## config.mk

```make
export PLATFORM = sky130hd
export DESIGN_NAME = timing_adapter_param
export DESIGN_NICKNAME = d
export VERILOG_FILES = /design/src/rtl/timing_adapter_pkg.sv /design/src/rtl/timing_adapter_fifo_param.sv /design/src/rtl/timing_adapter_param.sv
export SDC_FILE = /design/constraint.sdc
export NUM_CORES = 1
export LEC_CHECK = 0
export ABC_AREA = 1
export CAP_MARGIN = 30
export CORE_ASPECT_RATIO = 1.1
export CORE_UTILIZATION = 44
export DETAILED_ROUTE_END_ITERATION = 16
export PLACE_DENSITY = 0.62
export REMOVE_ABC_BUFFERS = 1
export SLEW_MARGIN = 0
export SYNTH_ARGS = -nofsm -noshare
export SYNTH_HDL_FRONTEND = slang
export SYNTH_SLANG_ARGS = --single-unit
```

## constraint.sdc

```tcl
create_clock -name clk -period 2.5 [get_ports clk]
set_input_delay 0.25 -clock clk [delete_from_list [all_inputs] [get_ports clk]]
set_output_delay 0.25 -clock clk [all_outputs]
set_load 0.05 [all_outputs]
```

## src/rtl/timing_adapter_pkg.sv

```systemverilog
// Shared helpers for the parametrised Avalon-ST timing adapter.
// Payload layout, LSB first: error, empty, eop, sop, data.
package timing_adapter_pkg;

  localparam int DROP_CNT_W = 16;
  localparam int ERR_BIT    = 0;
  localparam int EMPTY_LSB  = 1;

  function automatic int payload_w(input int data_w, input int empty_w);
    return data_w + 3 + empty_w;
  endfunction

  function automatic int eop_bit(input int empty_w);
    return EMPTY_LSB + empty_w;
  endfunction

  function automatic int sop_bit(input int empty_w);
    return EMPTY_LSB + empty_w + 1;
  endfunction

  function automatic int data_lsb(input int empty_w);
    return EMPTY_LSB + empty_w + 2;
  endfunction

  // Occupancy spans 0..depth inclusive, so it needs one more code than a pointer.
  function automatic int fill_w(input int depth);
    return $clog2(depth + 1);
  endfunction

endpackage

```

## src/rtl/timing_adapter_fifo_param.sv

```systemverilog
// Generic show-ahead FIFO: the head entry is visible combinationally on rd_data.
// Occupancy is kept in its own counter so a full FIFO is distinguishable from an empty one.
module timing_adapter_fifo_param
  import timing_adapter_pkg::*;
#(
  parameter int PAYLOAD_W = 12,
  parameter int DEPTH     = 64
) (
  input  logic                       clk,
  input  logic                       reset,
  input  logic                       wr,
  input  logic [PAYLOAD_W-1:0]       wr_data,
  input  logic                       rd,
  output logic [PAYLOAD_W-1:0]       rd_data,
  output logic [fill_w(DEPTH)-1:0]   fill_level,
  output logic                       full,
  output logic                       empty
);

  localparam int AW = $clog2(DEPTH);
  localparam int FW = fill_w(DEPTH);

  logic [PAYLOAD_W-1:0] mem [DEPTH];
  logic [AW-1:0]        wr_ptr, rd_ptr;
  logic                 wr_ok, rd_ok;

  assign full    = (fill_level == FW'(DEPTH));
  assign empty   = (fill_level == '0);
  // A full FIFO still takes a write when the head leaves in the same cycle.
  assign wr_ok   = wr & (~full | rd);
  assign rd_ok   = rd & ~empty;
  assign rd_data = mem[rd_ptr];

  always_ff @(posedge clk) begin
    if (reset) begin
      wr_ptr     <= '0;
      rd_ptr     <= '0;
      fill_level <= '0;
    end else begin
      if (wr_ok) wr_ptr <= wr_ptr + AW'(1);
      if (rd_ok) rd_ptr <= rd_ptr + AW'(1);
      case ({wr_ok, rd_ok})
        2'b10:   fill_level <= fill_level + FW'(1);
        2'b01:   fill_level <= fill_level - FW'(1);
        default: fill_level <= fill_level;
      endcase
    end
  end

  always_ff @(posedge clk) begin
    if (wr_ok) mem[wr_ptr] <= wr_data;
  end

endmodule

```

## src/rtl/timing_adapter_param.sv

```systemverilog
// Avalon-ST timing adapter: absorbs upstream ready latency in a show-ahead FIFO,
// drives a registered in_ready from a fill threshold and drops/counts overflowing beats.
module timing_adapter_param
  import timing_adapter_pkg::*;
#(
  parameter int DATA_W           = 8,
  parameter int EMPTY_W          = 1,
  parameter int DEPTH            = 64,
  parameter int READY_THRESH     = 40,
  parameter int IN_READY_LATENCY = 0
) (
  input  logic                      clk,
  input  logic                      reset,
  output logic                      in_ready,
  input  logic                      in_valid,
  input  logic [DATA_W-1:0]         in_data,
  input  logic                      in_startofpacket,
  input  logic                      in_endofpacket,
  input  logic [EMPTY_W-1:0]        in_empty,
  input  logic                      in_error,
  input  logic                      out_ready,
  output logic                      out_valid,
  output logic [DATA_W-1:0]         out_data,
  output logic                      out_startofpacket,
  output logic                      out_endofpacket,
  output logic [EMPTY_W-1:0]        out_empty,
  output logic                      out_error,
  output logic [fill_w(DEPTH)-1:0]  fill_level,
  output logic                      overflow,
  output logic [DROP_CNT_W-1:0]     drop_count
);

  localparam int PW = payload_w(DATA_W, EMPTY_W);
  localparam int FW = fill_w(DEPTH);

  if (READY_THRESH > DEPTH - IN_READY_LATENCY - 1) begin : g_thresh_chk
    $error("READY_THRESH leaves too little headroom for IN_READY_LATENCY");
  end
  if ((DEPTH & (DEPTH - 1)) != 0) begin : g_depth_chk
    $error("DEPTH must be a power of two");
  end

  logic [PW-1:0] in_pl, out_pl;
  logic          fifo_full, fifo_empty;
  logic          rd, drop, wr_acc;
  logic [FW-1:0] fill_next;

  assign in_pl = {in_data, in_startofpacket, in_endofpacket, in_empty, in_error};

  assign out_valid = ~fifo_empty;
  assign rd        = out_valid & out_ready;
  // A beat is lost only when full and nothing leaves this cycle.
  assign drop      = in_valid & fifo_full & ~rd;
  assign wr_acc    = in_valid & ~drop;

  timing_adapter_fifo_param #(
    .PAYLOAD_W (PW),
    .DEPTH     (DEPTH)
  ) u_fifo (
    .clk        (clk),
    .reset      (reset),
    .wr         (wr_acc),
    .wr_data    (in_pl),
    .rd         (rd),
    .rd_data    (out_pl),
    .fill_level (fill_level),
    .full       (fifo_full),
    .empty      (fifo_empty)
  );

  always_comb begin
    fill_next = fill_level;
    if (wr_acc && !rd)      fill_next = fill_level + FW'(1);
    else if (!wr_acc && rd) fill_next = fill_level - FW'(1);
  end

  always_ff @(posedge clk) begin
    if (reset) begin
      in_ready   <= 1'b0;
      overflow   <= 1'b0;
      drop_count <= '0;
    end else begin
      in_ready <= (fill_next < FW'(READY_THRESH));
      if (drop) begin
        overflow <= 1'b1;
        if (drop_count != '1) drop_count <= drop_count + DROP_CNT_W'(1);
      end
    end
  end

  assign out_error         = out_pl[ERR_BIT];
  assign out_empty         = out_pl[EMPTY_LSB +: EMPTY_W];
  assign out_endofpacket   = out_pl[eop_bit(EMPTY_W)];
  assign out_startofpacket = out_pl[sop_bit(EMPTY_W)];
  assign out_data          = out_pl[data_lsb(EMPTY_W) +: DATA_W];

endmodule

```

**Yosys cells after proc, flatten, opt, wreduce, memory -nomap -nowiden**

Memory sizes are Yosys's and may differ from the RTL's. A register that Yosys moved wholly into a read port is not among the register bits.
Cells that the tools add are included.

- Memories kept: 1
- Bits in read-only memories: 0
- Bits of input ports: 16
- Word-level logic and storage cells: 42
- RAM bits: 768
- Latch bits: 0
- Output and inout port bits: 38
- Register bits after elaboration: 37

- Multiply operators: 0
- Magnitude comparators: 1
- Shifts and indexed selects: 0
- Divide/modulo/power cells: 0
- $add $sub $neg: 5
- Reductions and logical operators: 7
- Equal/unequal tests: 4
- Bitwise logic cells: 11
- Muxes and demuxes: 7

Memory list:

| memory | words | bits a word | rd ports | clocked after Yosys merged registers in | write ports | RTL line | RTL |
|---|---|---|---|---|---|---|---|
| u_fifo.mem | 64 | 12 | 1 | 1 | 1 | timing_adapter_fifo_param.sv:23 | `logic [PAYLOAD_W-1:0] mem [DEPTH];` |

Operators with widths:

| cell | number |
|---|---|
| 16-bit by 1-bit adder with 16-bit output, second input constant | 1 |
| 16-bit != test, second input constant | 1 |
| 7-bit 2-to-1 mux | 2 |
| 7-bit one-hot mux with 2 select lines | 1 |
| 6-bit by 1-bit adder with 6-bit output, second input constant | 2 |
| 6-bit 2-to-1 mux | 2 |
| 7-bit by 1-bit adder with 7-bit output, second input constant | 1 |
| 7-bit == test, second input constant | 1 |
| 7-bit zero test | 1 |
| 7-bit by 6-bit less-than comparator with 1-bit output, second input constant | 1 |
| 7-bit by 1-bit subtractor with 7-bit output, second input constant | 1 |
| 1-bit bitwise AND | 6 |
| 1-bit NOT | 4 |
| 2-bit by 1-bit == test with 1-bit output, second input constant | 1 |
| 2-bit == test, second input constant | 1 |
| 1-bit logical AND | 2 |
| 1-bit zero test | 2 |
| 1-bit 2-to-1 mux | 2 |
| 2-bit AND reduction | 1 |
| 2-bit nonzero test | 1 |
| 1-bit OR | 1 |

**Longest topological paths before layout**

- Depth after elaboration: 12
- Depth in mapped cells: 15
- Gate-level depth less buffers: 14

**By module**

From an unflattened synthesis, not the netlist that was laid out.

- Cell total of the unflattened synthesis: 3045
- Area, all modules: 34052.7 µm²

Modules (own cells, without submodules):

| module | sequential area each (µm²) | cells each | times used | area an instance (µm²) |
|---|---|---|---|---|
| timing_adapter_fifo_param | 23562.6 | 2842 | 1 | 32763.9 |
| timing_adapter_param | 360.3 | 203 | 1 | 1288.7 |

**Worst setup path before layout**

OpenSTA, ideal clock, no wires.

- Path type: flip-flop to flip-flop
- Start: reg u_fifo.fill_level[0]
- End: mem u_fifo.mem[7][0], enable pin
- Setup time: 0.399 ns
- Clock period less this slack: 3.140 ns
- Required time: 2.101 ns
- Arrival: 2.741 ns
- Cell stages (with the launch flop): 12
- Buffers on the path: 0
- Setup slack: -0.640 ns
- Cells stage by stage: dfxtp_1 > inv_1 > ha_1 > inv_1 > nor2_4 > nand2_4 > nand2_4 > nand2_4 > nand2_4 > clkinv_2 > nand2_2 > nor3b_1

- Cells in the longest elaborated chain, start to end: 10
- Elaborated cells on any way between the ends: 14
- Classes of those cells: eq/ne: 1; mux: 2; bitwise: 10; reduce/logical: 1

RTL lines:

| what | RTL line | RTL |
|---|---|---|
| start: declaration | timing_adapter_fifo_param.sv:15 | `output logic [fill_w(DEPTH)-1:0] fill_level,` |
| start signal: assignment | timing_adapter_fifo_param.sv:43 | `2'b10: fill_level <= fill_level + FW'(1);` |
| start signal: assignment | timing_adapter_fifo_param.sv:44 | `2'b01: fill_level <= fill_level - FW'(1);` |
| start signal: assignment | timing_adapter_fifo_param.sv:45 | `default: fill_level <= fill_level;` |
| 7-bit zero test * | timing_adapter_fifo_param.sv:28 | `assign empty = (fill_level == '0);` |
| 1-bit NOT * | timing_adapter_param.sv:50 | `assign out_valid = ~fifo_empty;` |
| net out_valid | timing_adapter_param.sv:22 | `output logic out_valid,` |
| 1-bit bitwise AND * | timing_adapter_param.sv:51 | `assign rd = out_valid & out_ready;` |
| 1-bit NOT | timing_adapter_param.sv:53 | `assign drop = in_valid & fifo_full & ~rd;` |
| 1-bit bitwise AND | timing_adapter_param.sv:53 |  |
| 1-bit NOT | timing_adapter_param.sv:54 | `assign wr_acc = in_valid & ~drop;` |
| 1-bit bitwise AND | timing_adapter_param.sv:54 |  |
| 1-bit bitwise AND * | timing_adapter_fifo_param.sv:30 | `assign wr_ok = wr & (~full \| rd);` |
| 1-bit 2-to-1 mux * | timing_adapter_fifo_param.sv:51 | `if (wr_ok) mem[wr_ptr] <= wr_data;` |
| 1-bit 2-to-1 mux (implied by the code) * | timing_adapter_fifo_param.sv:51 |  |
| end: declaration | timing_adapter_fifo_param.sv:23 |  |

Mark *: on every way through the listed nets, which the timed path passes. The rest lies on a longest branch.

==> results.txt <==
----------------------------------------------------
[Run status]
  Outcome ... finished, violations left
  Violations in the final reports ... negative setup slack

[Route]
  Wire per inst ... between 20 and 25 um
  Final WL ... 89700 um
  Final routed DRC violation total ... 0
  Mean number of vias per cell ... 5.50
  Starting DRC count in detailed routing ... 2155
  First-pass DRT Iterations ... 8
  Detail Route Antenna Nets ... 0
  Routed via count ... 23.2k

[Hold path]
  Worst hold path type ... input port to register
  Capture endpoint of the worst hold path ... u_fifo.mem[48][2]
  Number of instances on the worst hold path ... 1
  Worst hold start ... in_endofpacket

[Cells and area]
  Count of non-filler cells in the finished layout ... 4207
  Post-layout util ... 0.534
  Sequential Area ... roughly 24000 um^2
  Relative area change from synthesis to final layout ... 19.3%
  Layout net count ... 3144
  Number of antenna cells inserted ... 0
  Filler Cells Inserted ... 6267
  Post-route standard cell area excluding fillers ... around 40000 um^2
  Area of combinational cells with multiple inputs ... 8910 um^2
  Share of cells above drive strength 1 ... 0.136

[Critical path]
  Kind of end point of the critical path ... output pin
  CP Class ... register to output pin
  End of the worst register-to-register path ... u_fifo.mem[62][2]
  Critical Path Source Type ... register
  Ordered cell list for the critical path ... buf_12 -> bufbuf_16 -> nand2_1 -> nand3_1 -> nand3_1 -> nand2_1 -> nand2_1 -> nand3_1 -> nand3_1 -> nand2_4 -> buf_12
  R2R cell count ... 13
  Largest incremental delay on the critical path ... 0.46 ns
  Arrival time reported for the critical path endpoint ... 2.66 ns
  Highest net fanout along the worst path ... 19
  Worst path slowest cell ... dfxtp_4
  Worst endpoint required time ... 2.25 ns
  Critical R2R Launch ... u_fifo.fill_level[0]
  Cell with the most instances on the worst path ... nand3_1
  R2R setup slack ... 0.14 ns

[STA]
  Final number of hold-violating endpoints ... 0
  Final clock skew ... roughly 0.024 ns
  Setup repair after global routing missed its margin ... yes
  Post-route minimum period ... roughly 2.9 ns
  Fmax ... 0.343 GHz
  Slew at the pin closest to its max-slew limit ... 0.822 ns
  Setup slack after layout ... -0.412 ns
  Setup TNS ... -4.53 ns
  Post-route worst hold slack ... 0.0548 ns
  Number of endpoints failing setup at the final stage ... 12
  Tightest slew margin relative to the limit ... 0.451
  Final slew viol count ... 0
  Share of the clock period used by the worst path after layout ... 1.16

[Place]
  RePlAce Congestion ... 0.867
  Number of placed instances, taps included ... 4028
  I/O Buffers ... 53
  HPWL after detailed placement ... about 53000 um
  Area after detailed placement ... between 30000 and 40000 um^2

[Synth]
  Synthesis Warnings ... 0
  Synthesized cell area ... 33500 um^2
  Synth Area per Inst ... around 11 um^2
  Synth top area cells ... edfxtp_1 (69%), nand2_1 (12%), nand3_1 (10%)
  Number of flops mapped to enable cells by yosys ... approximately 770
  Post-synth top area share ... 0.687
  Prevailing post-synth register cell ... edfxtp_1
  Register area share after synthesis ... 0.713
  Synth async-reset ratio ... 0
  Gate Count Post-Synth ... 2975
  Yosys cell types ... 34
  Synthesized flop and latch total ... 811
  Library cell occupying the most area in the post-synthesis netlist ... edfxtp_1

[Clock tree]
  Clock buffer depth ... 3
  TritonCTS buffer count ... 84
  Sink count of the clock tree ... 811
  TritonCTS clock tree ... yes
  Number of levels in the clock H-tree ... 3
  Hold bufs inserted after CTS ... 0
  Clock latency on the worst-skew pair ... 0.64 ns
  Clock transition at the registers of the reported paths ... 0.06 ns
  Cell at the root of the clock tree ... clkbuf_16

[Die]
  Initial Utilization ... 0.447
  I/O pin total ... 54
  Number of rows in the core area ... 105
  DIE AREA ... 77400 um^2
  Die Ht ... between 200 and 300 um
  Die width ... 265 um
  Core footprint ... roughly 75000 um^2

[GRT]
  Largest net degree at the start of global routing ... 65
  Via count of the first global-routing pass ... ~22k
  Overall overflow remaining after global route ... 0
  Initial antenna violation count ... 0
  Gr usage total ... 0.232
  First-pass GRT wire length ... 136000 um

[Run]
  Max cap viols ... 0

[Power and ir drop]
  Power density normalized to cell area ... 990 nW/um^2
  Leak pwr ... 14.5 nW
  IR drop worst, VDD ... about 0.00076 V

----------------------------------------------------
[synth_stat cells, types with 4 or more instances]
cell type and number:
inv_2 7, nor2_1 95, nand4_4 5, dfxtp_1 43, nand3_1 674, nand2_1 1050, o21ai_0 16, buf_1 31
xor2_1 19, ha_1 7, a21oi_1 24, a21oi_2 10, buf_2 88, edfxtp_1 768, inv_1 39, nand2_4 4
clkbuf_1 51, nor3_1 7, nand2_2 13
[kinds of logic (layout without fill, tap and decap cells)]
group	after synthesis	in the layout	share of synthesized area
fa+ha+maj	7	7	0.00261
simple gates	1859	1859	0.240
flops	811	811	0.713
buf+inv	224	440	0.0298
xor+xnor	22	22	0.00574
compound gates	52	52	0.00903
[cell type report]
cell class | count | share of cell area
repair buffers | 236 | 0.0726
inverters | 48 | 0.00516
well taps | 1016 | 0.0318
clock buffers | 98 | 0.0538
flip-flops and latches | 811 | 0.598
multi-input cells | 1940 | 0.223
clock inverters | 58 | 0.0161
[what timing repair did]
item                       in CTS  in global routing
pin swaps                       8                 14
cloned                          8                  3
setup endpoints to repair      13                351
buffers inserted                4                  8
resized for setup              67                 36
[power breakdown]
| group | switching [mW] | leakage [nW] | internal (mW) |
|---|---|---|---|
| Combinational | 7.54 | 5.93 | 4.29 |
| Clock | 5.27 | 1.35 | 7.37 |
| Sequential | 0.143 | 7.26 | 15.0 |
[through the flow]
| stage | total power [mW] | setup slack (ns) |
|---|---|---|
| 2_1_floorplan | 20.9 | -12.89 |
| 3_3_place_gp | 25.9 | -0.0588 |
| 3_5_place_dp | 26.0 | -0.0490 |
| 4_1_cts | 39.4 | -0.416 |
| 5_1_grt | 41.3 | -0.488 |
| 6_report | 39.6 | -0.412 |
[state kept, by name, summed over array words and instances, names as in the netlist, named ones only]
register,count
u_fifo.fill_level,7
u_fifo.rd_ptr,6
u_fifo.wr_ptr,6
u_fifo.mem,768
in_ready,1
drop_count,16
overflow,1
[worst max-delay path: cells and delay by family (launching register included)]
kind,cells,cell delay (ns)
DFF,1,0.46
buffers and inverters,3,0.67
and+or+nand+nor,8,0.87
[cell usage in the layout (no fill, tap or decap), types with 7 or more instances in the layout]
master / count
a21oi_1: 24
a21oi_2: 10
buf_12: 45
buf_16: 14
buf_2: 12
buf_4: 116
buf_6: 10
bufinv_16: 11
clkbuf_1: 14
clkbuf_16: 87
clkdlybuf4s50_1: 28
clkinv_1: 22
clkinv_2: 12
dfxtp_1: 39
edfxtp_1: 768
inv_1: 37
inv_2: 7
nand2_1: 1027
nand2_2: 27
nand2_4: 13
nand3_1: 644
nand3_2: 27
nor2_1: 95
nor3_1: 7
o21ai_0: 15
xor2_1: 19
[per-layer routing]
| layer | part of all wire | global-route usage | up-vias |
|---|---|---|---|
| met5 | 0 | 0 | - |
| met4 | 0.024 | 0.0680 | 0 |
| met3 | 0.072 | 0.0357 | 132 |
| met2 | 0.49 | 0.383 | 884 |
| met1 | 0.42 | 0.318 | 11474 |
| li1 | - | - | 10660 |
[worst max path at each step]
| stage | slack [ns] | startpoint | cells after the start | to |
|---|---|---|---|---|
| detailed placement | -0.05 | register | 12 | out_data[3] |
| CTS | -0.42 | register | 12 | out_data[7] |
| global placement | -0.06 | register | 12 | out_data[3] |
| global route | -0.49 | register | 12 | out_data[0] |
| finish | -0.41 | register | 11 | out_data[5] |
| floorplan | -12.89 | register | 9 | out_data[2] |
Note: power is estimated with default switching activity, not from simulation.
